File: src/rtl/char_row_scheduler.sv
// Character-row scheduler: fetches cell words, drives the character generator and
// serialises one 8-pixel row per cell, prefetching one cell ahead for gapless output.
module char_row_scheduler #(
    parameter int COLUMNS    = 40,
    parameter int ADDR_WIDTH = 11
) (
    input  logic                  clk,
    input  logic                  reset,
    input  logic                  line_start,
    input  logic [ADDR_WIDTH-1:0] row_addr,
    input  logic [3:0]            line_in_row,
    input  logic                  lower_half,
    output logic                  mem_rd,
    output logic [ADDR_WIDTH-1:0] mem_addr,
    input  logic [15:0]           mem_data,
    output logic [7:0]            cg_character_index,
    output logic [3:0]            cg_ychar,
    output logic                  cg_xsize,
    output logic                  cg_ysize,
    output logic                  cg_xpart,
    output logic                  cg_ypart,
    output logic                  cg_underline,
    output logic                  cg_invert,
    output logic                  cg_load,
    input  logic [7:0]            cg_row_pixels,
    output logic                  pixel,
    output logic                  pixel_valid,
    output logic                  busy,
    output logic                  line_done
);

    typedef enum logic [1:0] {IDLE, PRIME, ACTIVE, DONE} state_t;

    localparam logic [7:0] COLS = 8'(COLUMNS);

    state_t                state_q, state_d;
    logic [2:0]            slot_q, slot_d;
    logic [7:0]            col_q, col_d;
    logic [ADDR_WIDTH-1:0] row_addr_q, row_addr_d;
    logic [3:0]            line_q, line_d;
    logic                  lower_q, lower_d;
    logic [7:0]            idx_q, idx_d;
    logic                  xsize_q, xsize_d;
    logic                  ysize_q, ysize_d;
    logic                  uline_q, uline_d;
    logic                  inv_q, inv_d;
    logic                  xpart_q, xpart_d;
    logic                  right_pend_q, right_pend_d;
    logic [7:0]            pending_q, pending_d;
    logic [7:0]            shift_q, shift_d;

    logic fetching;
    logic col_ok;
    logic blank;
    logic unused_mem_bits;

    assign unused_mem_bits = ^mem_data[15:12];

    assign fetching = (state_q == PRIME) || (state_q == ACTIVE);
    // col_q is the column being fetched; it equals COLUMNS during the last output slot
    assign col_ok   = (col_q < COLS);
    assign blank    = (line_q > 4'd9);

    assign mem_rd   = fetching && (slot_q == 3'd0) && col_ok && !right_pend_q;
    assign mem_addr = mem_rd ? (row_addr_q + ADDR_WIDTH'(col_q)) : '0;
    assign cg_load  = fetching && col_ok && !blank && ((slot_q == 3'd2) || (slot_q == 3'd3));

    assign cg_character_index = idx_q;
    assign cg_xsize           = xsize_q;
    assign cg_ysize           = ysize_q;
    assign cg_xpart           = xpart_q;
    assign cg_ypart           = lower_q & ysize_q;
    assign cg_underline       = uline_q;
    assign cg_invert          = inv_q;
    assign cg_ychar           = ysize_q ? ((line_q >> 1) + (lower_q ? 4'd5 : 4'd0)) : line_q;

    assign busy        = (state_q != IDLE);
    assign line_done   = (state_q == DONE);
    assign pixel_valid = (state_q == ACTIVE);
    assign pixel       = pixel_valid & shift_q[7];

    always_comb begin
        state_d      = state_q;
        slot_d       = slot_q;
        col_d        = col_q;
        row_addr_d   = row_addr_q;
        line_d       = line_q;
        lower_d      = lower_q;
        idx_d        = idx_q;
        xsize_d      = xsize_q;
        ysize_d      = ysize_q;
        uline_d      = uline_q;
        inv_d        = inv_q;
        xpart_d      = xpart_q;
        right_pend_d = right_pend_q;
        pending_d    = pending_q;
        shift_d      = shift_q;
        case (state_q)
            IDLE: begin
                if (line_start) begin
                    state_d      = PRIME;
                    slot_d       = 3'd0;
                    col_d        = 8'd0;
                    row_addr_d   = row_addr;
                    line_d       = line_in_row;
                    lower_d      = lower_half;
                    right_pend_d = 1'b0;
                end
            end
            PRIME, ACTIVE: begin
                slot_d = slot_q + 3'd1;
                if ((slot_q == 3'd1) && col_ok) begin
                    if (right_pend_q) begin
                        // right half reuses the latched cell; it never opens a new pair
                        xpart_d      = 1'b1;
                        right_pend_d = 1'b0;
                    end else begin
                        idx_d        = mem_data[7:0];
                        xsize_d      = mem_data[8];
                        ysize_d      = mem_data[9];
                        uline_d      = mem_data[10];
                        inv_d        = mem_data[11];
                        xpart_d      = 1'b0;
                        right_pend_d = mem_data[8] && (col_q != COLS - 8'd1);
                    end
                end
                if ((slot_q == 3'd4) && col_ok) begin
                    pending_d = blank ? 8'h00 : cg_row_pixels;
                end
                if (state_q == ACTIVE) begin
                    shift_d = {shift_q[6:0], 1'b0};
                end
                if (slot_q == 3'd7) begin
                    shift_d = pending_q;
                    col_d   = col_q + 8'd1;
                    if (state_q == PRIME) begin
                        state_d = ACTIVE;
                    end else if (col_q == COLS) begin
                        state_d = DONE;
                    end
                end
            end
            DONE: begin
                state_d = IDLE;
                slot_d  = 3'd0;
                col_d   = 8'd0;
            end
            default: state_d = IDLE;
        endcase
    end

    always_ff @(posedge clk or posedge reset) begin
        if (reset) begin
            state_q      <= IDLE;
            slot_q       <= '0;
            col_q        <= '0;
            row_addr_q   <= '0;
            line_q       <= '0;
            lower_q      <= 1'b0;
            idx_q        <= '0;
            xsize_q      <= 1'b0;
            ysize_q      <= 1'b0;
            uline_q      <= 1'b0;
            inv_q        <= 1'b0;
            xpart_q      <= 1'b0;
            right_pend_q <= 1'b0;
            pending_q    <= '0;
            shift_q      <= '0;
        end else begin
            state_q      <= state_d;
            slot_q       <= slot_d;
            col_q        <= col_d;
            row_addr_q   <= row_addr_d;
            line_q       <= line_d;
            lower_q      <= lower_d;
            idx_q        <= idx_d;
            xsize_q      <= xsize_d;
            ysize_q      <= ysize_d;
            uline_q      <= uline_d;
            inv_q        <= inv_d;
            xpart_q      <= xpart_d;
            right_pend_q <= right_pend_d;
            pending_q    <= pending_d;
            shift_q      <= shift_d;
        end
    end

endmodule

File: config.mk
export PLATFORM = sky130hd
export DESIGN_NAME = char_row_scheduler
export DESIGN_NICKNAME = d
export VERILOG_FILES = /design/src/rtl/char_row_scheduler.sv
export SDC_FILE = /design/constraint.sdc
export NUM_CORES = 1
export LEC_CHECK = 0
export BUFFER_PORTS_ARGS = -buffer_cell sky130_fd_sc_hd__buf_2
export CORE_UTILIZATION = 40
export CTS_CLUSTER_DIAMETER = 150
export DETAILED_ROUTE_END_ITERATION = 8
export PLACE_DENSITY = 0.71
export SETUP_SLACK_MARGIN = 0.1
export SYNTH_ARGS = -nofsm -noshare
export SYNTH_HDL_FRONTEND = slang
export SYNTH_SLANG_ARGS = --single-unit
File: constraint.sdc
create_clock -name clk -period 2.7 [get_ports clk]
set_input_delay 0.27 -clock clk [delete_from_list [all_inputs] [get_ports clk]]
set_output_delay 0.27 -clock clk [all_outputs]
set_load 0.02 [all_outputs]
==> results.cfg <==
[setup_path]
arrival_ns = 2.25
critical_path_required_ns = 2.43
worst-setup-path-type = reg -> out
critPathMaxStageDelay_ns = 0.40
crit_slowest_cell = fa_2
crit_path_start_kind = flip-flop
critPathMaxFanout = 3
setup.worst_path.end_class = output port
path_cells = ha_2 > fa_2 > a211oi_4 > o211ai_1 > and3_1 > nor3_1 > buf_2

[detailed_routing]
drt_iter0_markers = 138
drc = 0
ant_nets = 0
num_vias = 2579
totalWireLength_um = 6930
routedWlPerCell_um = 13.7
drtPass1Iterations = 4
vias_per_cell = 5.09

[final_layout]
final_area_um2 = 4110
layout-drive-gt1-share_pct = 37.0
nets = 468
instances_no_fill = 507
finish.utilization_pct = 52.1
area_growth_pct = 23.5
antenna_cells = 0

[synth]
seq_area_frac_synth_pct = 44.4
synth_top_area_share_pct = 44.4
synth_edf_count = 0
syn_inst = 316
syn_avg_cell_area_um2 = 10.5
ys_seq_elements = 59
synthesis.nets = 384
ys_warn_count = 0
synthFlopType = dfrtp_1
synth-xor-area-share_pct = 3.16
synth_top_cell_by_area = dfrtp_1
synth_top_family_by_area = simple AND/OR/NAND/NOR gates
synthArstFlopShare_pct = 100
muxShareOfSynthArea_pct = 11.9
synth_compound_area_share_pct = 10.7
synthAdderAreaFrac_pct = 9.62
synth_area_leaders = dfrtp_1 (44%), ha_1 (9.0%), mux2_2 (7.1%)
netlist_area_um2 = 3330
yosys.area_share.simple_pct = 17.0
synth.distinct_cells = 49

[clock_tree]
htreeDepth = 3
path_clk_slew_ns = 0.07
cts_max_path_buffers = 2
clockRootBuffer = clkbuf_8
cts_buffers = 9
clkLatencyLatePin_ns = 0.33
cts_tree = yes
clock_sinks = 59

[global_route]
grt_pass1_wl_um = 11300
grt.overflow.total = 0
grt_usage_pct = 16.7
grt_max_degree = 24
first_global_vias = 2503
antenna_found_initial = 0

[floorplanning]
rows = 32
die_h_um = 93.2
core_area_um2 = 7890
die_area_um2 = 8690
io_pins = 78
fp.dieW_um = 93.2
start_util_pct = 42.2

[placement]
placed_area_um2 = 3800
dp.cells = 486
post-dp-hpwl_um = 4990
portBuffers = 73
gp_congestion = 0.797

[sta]
max_freq_ghz = 0.397
finalClockSkew_ns = 0.00988
setup_viol = 0
relSlewSlack_pct = 50.4
tns_ns = 0
rsz0062_at_grt = yes
holdWs_ns = 0.161
worst_slew_pin_slew_ns = 0.742
finalHoldViolCount = 0
drv_slew = 0
finalCriticalPeriod_ns = 2.52
post-route-period-util_pct = 93.4

[min_path]
hold_path_class = in -> reg

[run]
drv_cap = 0

[power_and_ir_drop]
power_density_nw_per_um2 = 458
p_leak_nw = 2.12
ir_worst_vdd_mv = 0.237

[status]
status = complete, no violations
## report_power, final
part | switching (mW) | total, mW | leakage, nW | internal [mW]
Clock | 0.341 | 0.787 | 0.0991 | 0.446
Combinational | 0.0834 | 0.161 | 1.28 | 0.0773
Sequential | 0.0213 | 0.937 | 0.739 | 0.915
Total | 0.445 | 1.88 | 2.12 | 1.44
## logic make-up (layout without fill, tap and decap cells)
family	Yosys count	count (layout)
buffers and inverters	24	113
and+or+nand+nor	109	109
muxes	32	32
xor gates and xnor gates	12	12
adders and majority gates	25	25
DFF	59	59
AOI/OAI and AO/OA	55	55
## what timing repair did
action                     4_1_cts  5_1_grt
hold endpoints to repair        18        0
hold buffers                     1        0
gates resized for setup          3       11
buffers inserted                 1        3
setup endpoints to repair        4        4
pin swaps                        1        8
## registers in the layout (all words and copies together) (netlist names), 2 cells and up
| signal | cells |
|---|---|
| row_addr_q | 11 |
| cg_character_index | 8 |
| col_q | 8 |
| pending_q | 8 |
| shift_q | 8 |
| line_q | 4 |
| slot_q | 3 |
| state_q | 2 |
## Yosys cell counts, drive strengths merged, types with 2 or more instances
master and instances:
nand2 43, o211ai 2, dfrtp 59, a211oi 2, nor4b 2, mux2 31
a22o 8, nor2 23, xnor2 3, nor3 4, nand3 12, buf 4
clkbuf 7, nand3b 9, a31oi 2, xor2 9, nand4 2, a21oi 9
inv 13, nor2b 3, ha 24, and3 3, o21ai 22, and2 4
## cell usage in the layout (no fill, tap or decap), types with 9 or more instances in the layout
master	count
buf_2	72
dfrtp_1	58
nand2_1	42
nor2_1	22
mux2_2	21
ha_1	19
o21ai_0	16
nand3_1	12
inv_1	12
buf_4	11
mux2_4	10
clkbuf_8	10
xor2_1	9
## per-stage QoR
stage          total power, mW  setup WS (ns)
3_3_place_gp              1.11          0.269
3_5_place_dp              1.11          0.251
6_report                  1.88          0.178
5_1_grt                   1.96         0.0704
2_1_floorplan             1.05          0.231
4_1_cts                   1.91          0.142
## per-layer routing
layer  vias up  global-route usage (%)  wire length, µm
met1      1229                    20.6             3040
met2        64                    28.2             3450
li1       1274                       -                -
met4         0                    8.08              160
met3        12                    3.09              286
met5         -                       0                0
## critical path: cells and delay by family (launching register included)
family / cells / cell delay, ns
adders and majority gates: 2 / 0.61
AOI/OAI and AO/OA: 2 / 0.44
DFF: 1 / 0.38
and+or+nand+nor: 2 / 0.31
buffers and inverters: 1 / 0.19
## final timing paths
path                                           start                                 to  slack, ns  depth (start not counted)
max                        row_addr_q[0]$_DFFE_PP0P_                        mem_addr[8]       0.18                          7
min                                 cg_row_pixels[0]           pending_q[0]$_DFFE_PP0P_       0.16                          3
max reg2reg                   state_q[1]$_DFFE_PP0P_           pending_q[7]$_DFFE_PP0P_       0.60                          7
min reg2reg                 pending_q[4]$_DFFE_PP0P_           pending_q[4]$_DFFE_PP0P_       0.48                          2
max in group asynchronous                      reset               col_q[1]$_DFFE_PP0P_       1.60                          4
min in group asynchronous                      reset  cg_character_index[6]$_DFFE_PP0P_       0.47                          3
## final cells by class
class / instances / area (µm²)
Fill cell: 700 / 3780
Tap cell: 102 / 128
Inverter: 13 / 48.8
Clock buffer: 11 / 141
Multi-Input combinational cell: 233 / 1810
Clock inverter: 5 / 52.6
Timing Repair Buffer: 84 / 453
Sequential cell: 59 / 1480
No activity file was read; power rests on OpenSTA's default activity.
